--- src/rtl/tx_serial_framer.sv ---
// Serial word framer: low start bit, LSB-first data, idle-high gap between frames.
// Define TX_SERIAL_FRAMER_PARITY_EN to append an even-parity bit to every word.
module tx_serial_framer #(
    parameter int WORD_WIDTH = 8,
    parameter int GAP_BITS   = 2
) (
    input  logic                  clk,
    input  logic                  rst_n,
    input  logic [WORD_WIDTH-1:0] word_in,
    input  logic                  word_available,
    input  logic                  frame_complete,
    output logic                  word_read,
    output logic                  data_out,
    output logic                  busy,
    output logic                  underrun,
    output logic                  frame_done
);

    localparam int CW = (WORD_WIDTH > 1) ? $clog2(WORD_WIDTH) : 1;
    localparam logic [CW-1:0] CNT_LOAD = CW'(WORD_WIDTH - 1);
    localparam logic [4:0] GAP_LOAD = 5'((GAP_BITS > 1) ? GAP_BITS - 2 : 0);
`ifdef TX_SERIAL_FRAMER_PARITY_EN
    localparam bit PAR_EN = 1'b1;
`else
    localparam bit PAR_EN = 1'b0;
`endif

    typedef enum logic [2:0] {
        IDLE,
        SHIFT,
        PARITY,
        DECIDE,
        GAP
    } state_t;

    state_t                  state_q, state_d;
    logic [WORD_WIDTH-1:0]   shreg_q, shreg_d;
    logic [CW-1:0]           cnt_q, cnt_d;
    logic [4:0]              gcnt_q, gcnt_d;
    logic                    last_q, last_d;
    logic                    par_q, par_d;
    logic                    data_d, read_d, busy_d, und_d, done_d;
    logic                    load;
    state_t                  gap_next;

    // With a single gap bit the high slot after DECIDE is already the last one.
    assign gap_next = (GAP_BITS > 1) ? GAP : IDLE;

    // Outputs are computed one cycle ahead and registered with the state.
    always_comb begin
        state_d = state_q;
        shreg_d = shreg_q;
        cnt_d   = cnt_q;
        gcnt_d  = gcnt_q;
        last_d  = last_q;
        par_d   = par_q;
        data_d  = 1'b1;
        read_d  = 1'b0;
        busy_d  = 1'b1;
        und_d   = 1'b0;
        done_d  = 1'b0;
        load    = 1'b0;

        unique case (state_q)
            IDLE: begin
                if (word_available) load = 1'b1;
                else busy_d = 1'b0;
            end
            SHIFT: begin
                data_d  = shreg_q[0];
                shreg_d = shreg_q >> 1;
                if (cnt_q == '0) begin
                    if (PAR_EN) state_d = PARITY;
                    else state_d = DECIDE;
                end else begin
                    cnt_d = cnt_q - 1'b1;
                end
            end
            PARITY: begin
                data_d  = par_q;
                state_d = DECIDE;
            end
            DECIDE: begin
                if (last_q) begin
                    done_d  = 1'b1;
                    state_d = gap_next;
                    gcnt_d  = GAP_LOAD;
                end else if (word_available) begin
                    load = 1'b1;
                end else begin
                    und_d   = 1'b1;
                    state_d = gap_next;
                    gcnt_d  = GAP_LOAD;
                end
            end
            GAP: begin
                if (gcnt_q == '0) state_d = IDLE;
                else gcnt_d = gcnt_q - 1'b1;
            end
            default: begin
                state_d = IDLE;
                busy_d  = 1'b0;
            end
        endcase

        if (load) begin
            shreg_d = word_in;
            last_d  = frame_complete;
            par_d   = ^word_in;
            cnt_d   = CNT_LOAD;
            data_d  = 1'b0;
            read_d  = 1'b1;
            state_d = SHIFT;
        end
    end

    always_ff @(posedge clk) begin
        if (!rst_n) begin
            state_q    <= IDLE;
            shreg_q    <= '0;
            cnt_q      <= '0;
            gcnt_q     <= '0;
            last_q     <= 1'b0;
            par_q      <= 1'b0;
            data_out   <= 1'b1;
            word_read  <= 1'b0;
            busy       <= 1'b0;
            underrun   <= 1'b0;
            frame_done <= 1'b0;
        end else begin
            state_q    <= state_d;
            shreg_q    <= shreg_d;
            cnt_q      <= cnt_d;
            gcnt_q     <= gcnt_d;
            last_q     <= last_d;
            par_q      <= par_d;
            data_out   <= data_d;
            word_read  <= read_d;
            busy       <= busy_d;
            underrun   <= und_d;
            frame_done <= done_d;
        end
    end

endmodule

--- config.mk ---
export PLATFORM = sky130hd
export DESIGN_NAME = tx_serial_framer
export DESIGN_NICKNAME = d
export VERILOG_FILES = /design/src/rtl/tx_serial_framer.sv
export SDC_FILE = /design/constraint.sdc
export NUM_CORES = 1
export LEC_CHECK = 0
export CAP_MARGIN = 15
export CORE_UTILIZATION = 39
export CTS_CLUSTER_SIZE = 10
export DETAILED_ROUTE_END_ITERATION = 12
export HOLD_SLACK_MARGIN = 0.1
export PLACE_DENSITY_LB_ADDON = 0.2
export SETUP_SLACK_MARGIN = 0.3
export SLEW_MARGIN = 20
export SYNTH_ARGS = -nofsm -noshare
export SYNTH_HDL_FRONTEND = slang
export SYNTH_SLANG_ARGS = --single-unit
export TNS_END_PERCENT = 30
--- constraint.sdc ---
create_clock -name clk -period 1.8 [get_ports clk]
set_input_delay 0.36 -clock clk [delete_from_list [all_inputs] [get_ports clk]]
set_output_delay 0.36 -clock clk [all_outputs]
set_load 0.01 [all_outputs]
# ---- Word level (Yosys, flattened, before mapping)
# Cells that the tools add are included.
dict set report op_classes {
  n_addsub 2
  eq_ne 13
  n_mux 24
  bitwise_logic 3
  n_reduce_logical 14
}
# op n
set ops {}
lappend ops {{$mux 3} 7}
lappend ops {{$mux 8} 2}
lappend ops {{$mux 5} 3}
lappend ops {{$pmux 3 s5} 1}
lappend ops {{$ne 2x2->1 const B} 5}
lappend ops {{$pmux 5 s2} 1}
lappend ops {{$ne 3x3->1 const B} 3}
lappend ops {{$reduce_and 4->1} 2}
lappend ops {{$reduce_xor 8->1} 1}
lappend ops {{$mux 1} 7}
lappend ops {{$eq 3x2->1 const B} 2}
lappend ops {{$logic_not 3->1} 2}
lappend ops {{$pmux 1 s2} 3}
lappend ops {{$logic_not 5->1} 1}
lappend ops {{$sub 5x1->5 const B} 1}
lappend ops {{$ne 4x4->1 const B} 1}
lappend ops {{$reduce_and 2->1} 2}
lappend ops {{$reduce_bool 2->1} 2}
lappend ops {{$reduce_or 4->1} 1}
lappend ops {{$eq 3x1->1 const B} 1}
lappend ops {{$eq 3x3->1 const B} 1}
lappend ops {{$not 1->1} 3}
lappend ops {{$reduce_and 3->1} 1}
lappend ops {{$reduce_or 3->1} 1}
lappend ops {{other kinds (2)} 2}
dict set report totals {
  ff_bits 26
  inputBits 12
  out_inout_bits 5
  wordCells 68
}

# ---- Depth between registers and ports, before layout
dict set report logic_depth {
  ltp_word 5
  depth_mapped 7
  ltp_nobuf 6
}

# ---- Worst setup path before layout
# Ideal clock, no wire load.
dict set report synth_timing {
  kind {register -> register}
  from {register gcnt_q[0]}
  to {register gcnt_q[1]}
  setup_ns 0.067
  t_arrival_ns 1.534
  required_time_ns 1.733
  setup_slack_ns 0.199
  path_stages_with_launch 8
  n_path_buf 1
  synth_period_minus_slack_ns 1.601
  cell_sequence {dfxtp_1 inv_1 ha_1 or4b_1 buf_2 a32oi_4 nand2_1 a21oi_2}
}
dict set report synth_via {
  elab_chain_cells 3
  elab_cells_between_ends 6
  cone_classes {1 x add/sub; 1 x eq/ne; 2 x mux; 2 x reduce/logical}
}
# item line_no
set synth_lines {}
lappend synth_lines {{start: declaration} 39} ;# logic [4:0] gcnt_q, gcnt_d;
lappend synth_lines {{start signal: assignment} 134} ;# gcnt_q <= gcnt_d;
lappend synth_lines {{$sub 5x1->5 / $logic_not 5->1 (equally long branches)} {98, 97}}
lappend synth_lines {{$mux 5 / $ne 2x2->1 (equally long branches)} -}
lappend synth_lines {{$pmux 5 s2 / $reduce_and 3->1 (equally long branches)} -}
# Several ways; a longest one is shown, not always the timed one. The select of a mux whose other input is x is not followed.
# A chain may end at the register's enable or synchronous reset.

# ---- Worst setup path after layout
dict set report layout_timing {
  from {register gcnt_q[0]}
  to {register gcnt_q[2]}
}
# The elaborated chain is that of the path after synthesis.

==> reports/results.txt <==
share of cells above drive strength 1: 24.0%
fin cells: 215
WP data arrival: 1.74 ns
most common cell after layout, fill and taps aside: dfxtp_1
status: finished, final reports clean
Final GP Congestion: 0.745
Distinct cells, synth: 38
number of port buffers: 16
RSZ-0062 raised after global routing: true
worst path cell trace: inv_2, ha_4, or4b_4, buf_4, a31oi_1, nor3_1
CTS Hold Bufs: 0
CTS clk-pin slew, worst paths: 0.13 ns
CP bufs+invs: 2
nets@finish: 188
final hold violations: 0
Num CTS Buffers: 3
root buffer cell: clkbuf_4
All-Layer GR Usage: 17.0%
dpl ws: 0.0745 ns
EDFF count, synth: 0
CP Capture Type: flop
DR vias: 1100
violation count after the first detailed-route iteration: 37
Slew HR: 65.4%
Worst Hold Endpoint: shreg_q[1]
post-DP HPWL: 1.84 mm
synth-to-layout area growth: 29.8%
hold path start: shreg_q[1]
Final Instance Area: 1670 µm²
full die area: 3520 µm²
Final Power: 1.94 mW
Clock Sink Count: 26
highest clock rate: 0.648 GHz
worst reg2reg path startpoint: gcnt_q[0]
Die X: 59.4 µm
Mapped Cells: 141
FF-to-FF path depth: 6
1st-pass router iterations: 4
Max VDD drop: 0.478 mV
Die Y: 59.4 µm
Yosys warning total: 0
slowest stage cell, crit path: or4b_4
Initial Util: 41.7%
commonest cells after routing, fill and taps aside: dfxtp_1 (21), buf_4 (19), clkdlybuf4s50_1 (16)
crit path max fanout: 4
num rows: 20
worst min-delay path class: reg2reg
Worst-Skew Late Latency: 0.31 ns
reg2reg setup slack: 0.26 ns
CTS Buffer Depth: 2
number of max-cap violations: 0
CP Depth: 6
Yosys reg bits: 26
initial antenna violation count: 0
Seq/Total Area, Yosys: 40.5%
main flop type after synthesis: dfxtp_1
global route overflow: 0
final setup vio count: 0
Crit path largest cell delay: 0.49 ns
vias in the first global route: 1068
antenna viol nets, final: 0
Area after DPL: 1540 µm²
clock skew: 0.00279 ns
critical path required time: 2.00 ns
Syn Nets: 156
io pins: 17
mean post-synth cell area: 9.10 µm²
startpoint types: flop
setup TNS: 0 ns
Post-Route WL: 2.65 mm
area of the mapped netlist: 1280 µm²
reg-to-reg endpoint: gcnt_q[2]
core region area: 3080 µm²
Crit Path Class: reg2reg
Worst-Margin Slew: 0.519 ns
cell leakage power: 0.604 nW
fin crit share: 85.7%
CTS tree: built
pin count of the biggest net entering global routing: 16
family with the most delay on the worst path: simple AND/OR/NAND/NOR gates
WL per Instance: 12.3 µm
power per standard cell area: 1160 nW/µm²
fillers: 304
crit path time final: 1.54 ns
first-pass GRT wire length: 4.55 mm
Hold Worst Slack: 0.479 ns
ANT cells: 0
Min-Delay Path Depth: 2
H-Tree Depth: 1
final worst slack: 0.258 ns
drt via density: 5.12
DRC violations left: 0
Pins Over Slew Limit: 0
fraction of registers with async set/reset: 0%
utilization after layout: 54.1%
Cells after DPL: 201
## flip-flops by register name, summed over array words and instances, names as in the netlist
| register | count |
|---|---|
| busy | 1 |
| cnt_q | 3 |
| data_out | 1 |
| frame_done | 1 |
| gcnt_q | 5 |
| last_q | 1 |
| par_q | 1 |
| shreg_q | 8 |
| state_q | 3 |
| underrun | 1 |
| word_read | 1 |
## synth_stat cells (all sizes together) (2+ instances only)
| cell type | n | area [µm²] |
|---|---|---|
| o21a | 2 | 15.0 |
| inv | 6 | 22.5 |
| a22oi | 6 | 45.0 |
| nand3 | 4 | 20.0 |
| nand3b | 3 | 22.5 |
| or3b | 2 | 17.5 |
| clkbuf | 2 | 7.51 |
| a31oi | 4 | 25.0 |
| nor3 | 5 | 25.0 |
| ha | 3 | 37.5 |
| nor3b | 2 | 25.0 |
| mux2i | 2 | 20.0 |
| nor2 | 10 | 37.5 |
| o21ai | 4 | 20.0 |
| a32oi | 2 | 36.3 |
| o21bai | 2 | 15.0 |
| a21oi | 15 | 90.1 |
| nand2b | 11 | 68.8 |
| xnor2 | 8 | 70.1 |
| nand2 | 5 | 18.8 |
| dfxtp | 26 | 521 |
| buf | 6 | 35.0 |
## layer usage
| metal | GRT usage (%) | vias up | share of wire (%) |
|---|---|---|---|
| li1 | - | 560 | - |
| met1 | 21.1 | 511 | 44 |
| met2 | 29.4 | 27 | 51 |
| met3 | 1.97 | 2 | 3.7 |
| met4 | 7.82 | 0 | 0.64 |
| met5 | 0 | - | 0 |
## power breakdown
group | switching, mW | internal [mW] | leakage (nW)
Clock | 0.164 | 0.0782 | 0.0138
Combinational | 0.432 | 0.458 | 0.375
Sequential | 0.102 | 0.702 | 0.216
Total | 0.698 | 1.24 | 0.604
## tightest hold or removal path, cell delays in order (launching register included)
cell	delay (ns)
dfxtp_1	0.34
nand2b_1	0.06
a21oi_1	0.05
## cell type report
class	instances	area, µm²	share of cell area, %
timing repair buffer	35	303	18.2
inverter	6	22.5	1.35
clock buffer	3	22.5	1.35
multi-input combinational	101	734	44.1
sequential	26	529	31.8
tap	44	55.1	3.30
## logic make-up after synthesis
family,synth area share (%)
XOR/XNOR,5.46
buffers and inverters,5.07
flip-flops,40.5
AND/OR/NAND/NOR,21.7
multiplexers,2.44
AO/OA/AOI/OAI,21.8
adder cells (fa/ha/maj),2.92
## timing repair
item | CTS | global route
buffers inserted | 9 | 2
pin swaps | 4 | 2
gates resized for setup | 1 | 7
gates cloned | 0 | 0
endpoints found under the setup margin | 19 | 27
## worst max path at each step
| stage | startpoint | endpoint | slack, ns |
|---|---|---|---|
| finish | gcnt_q[0] | gcnt_q[2] | 0.26 |
| global route | gcnt_q[0] | gcnt_q[2] | 0.17 |
| CTS | state_q[0] | shreg_q[0] | 0.23 |
| detailed placement | word_available | shreg_q[3] | 0.07 |
| global placement | word_available | shreg_q[4] | 0.1 |
| floorplan | gcnt_q[1] | gcnt_q[1] | 0.28 |
No activity file was read; power rests on OpenSTA's default activity.
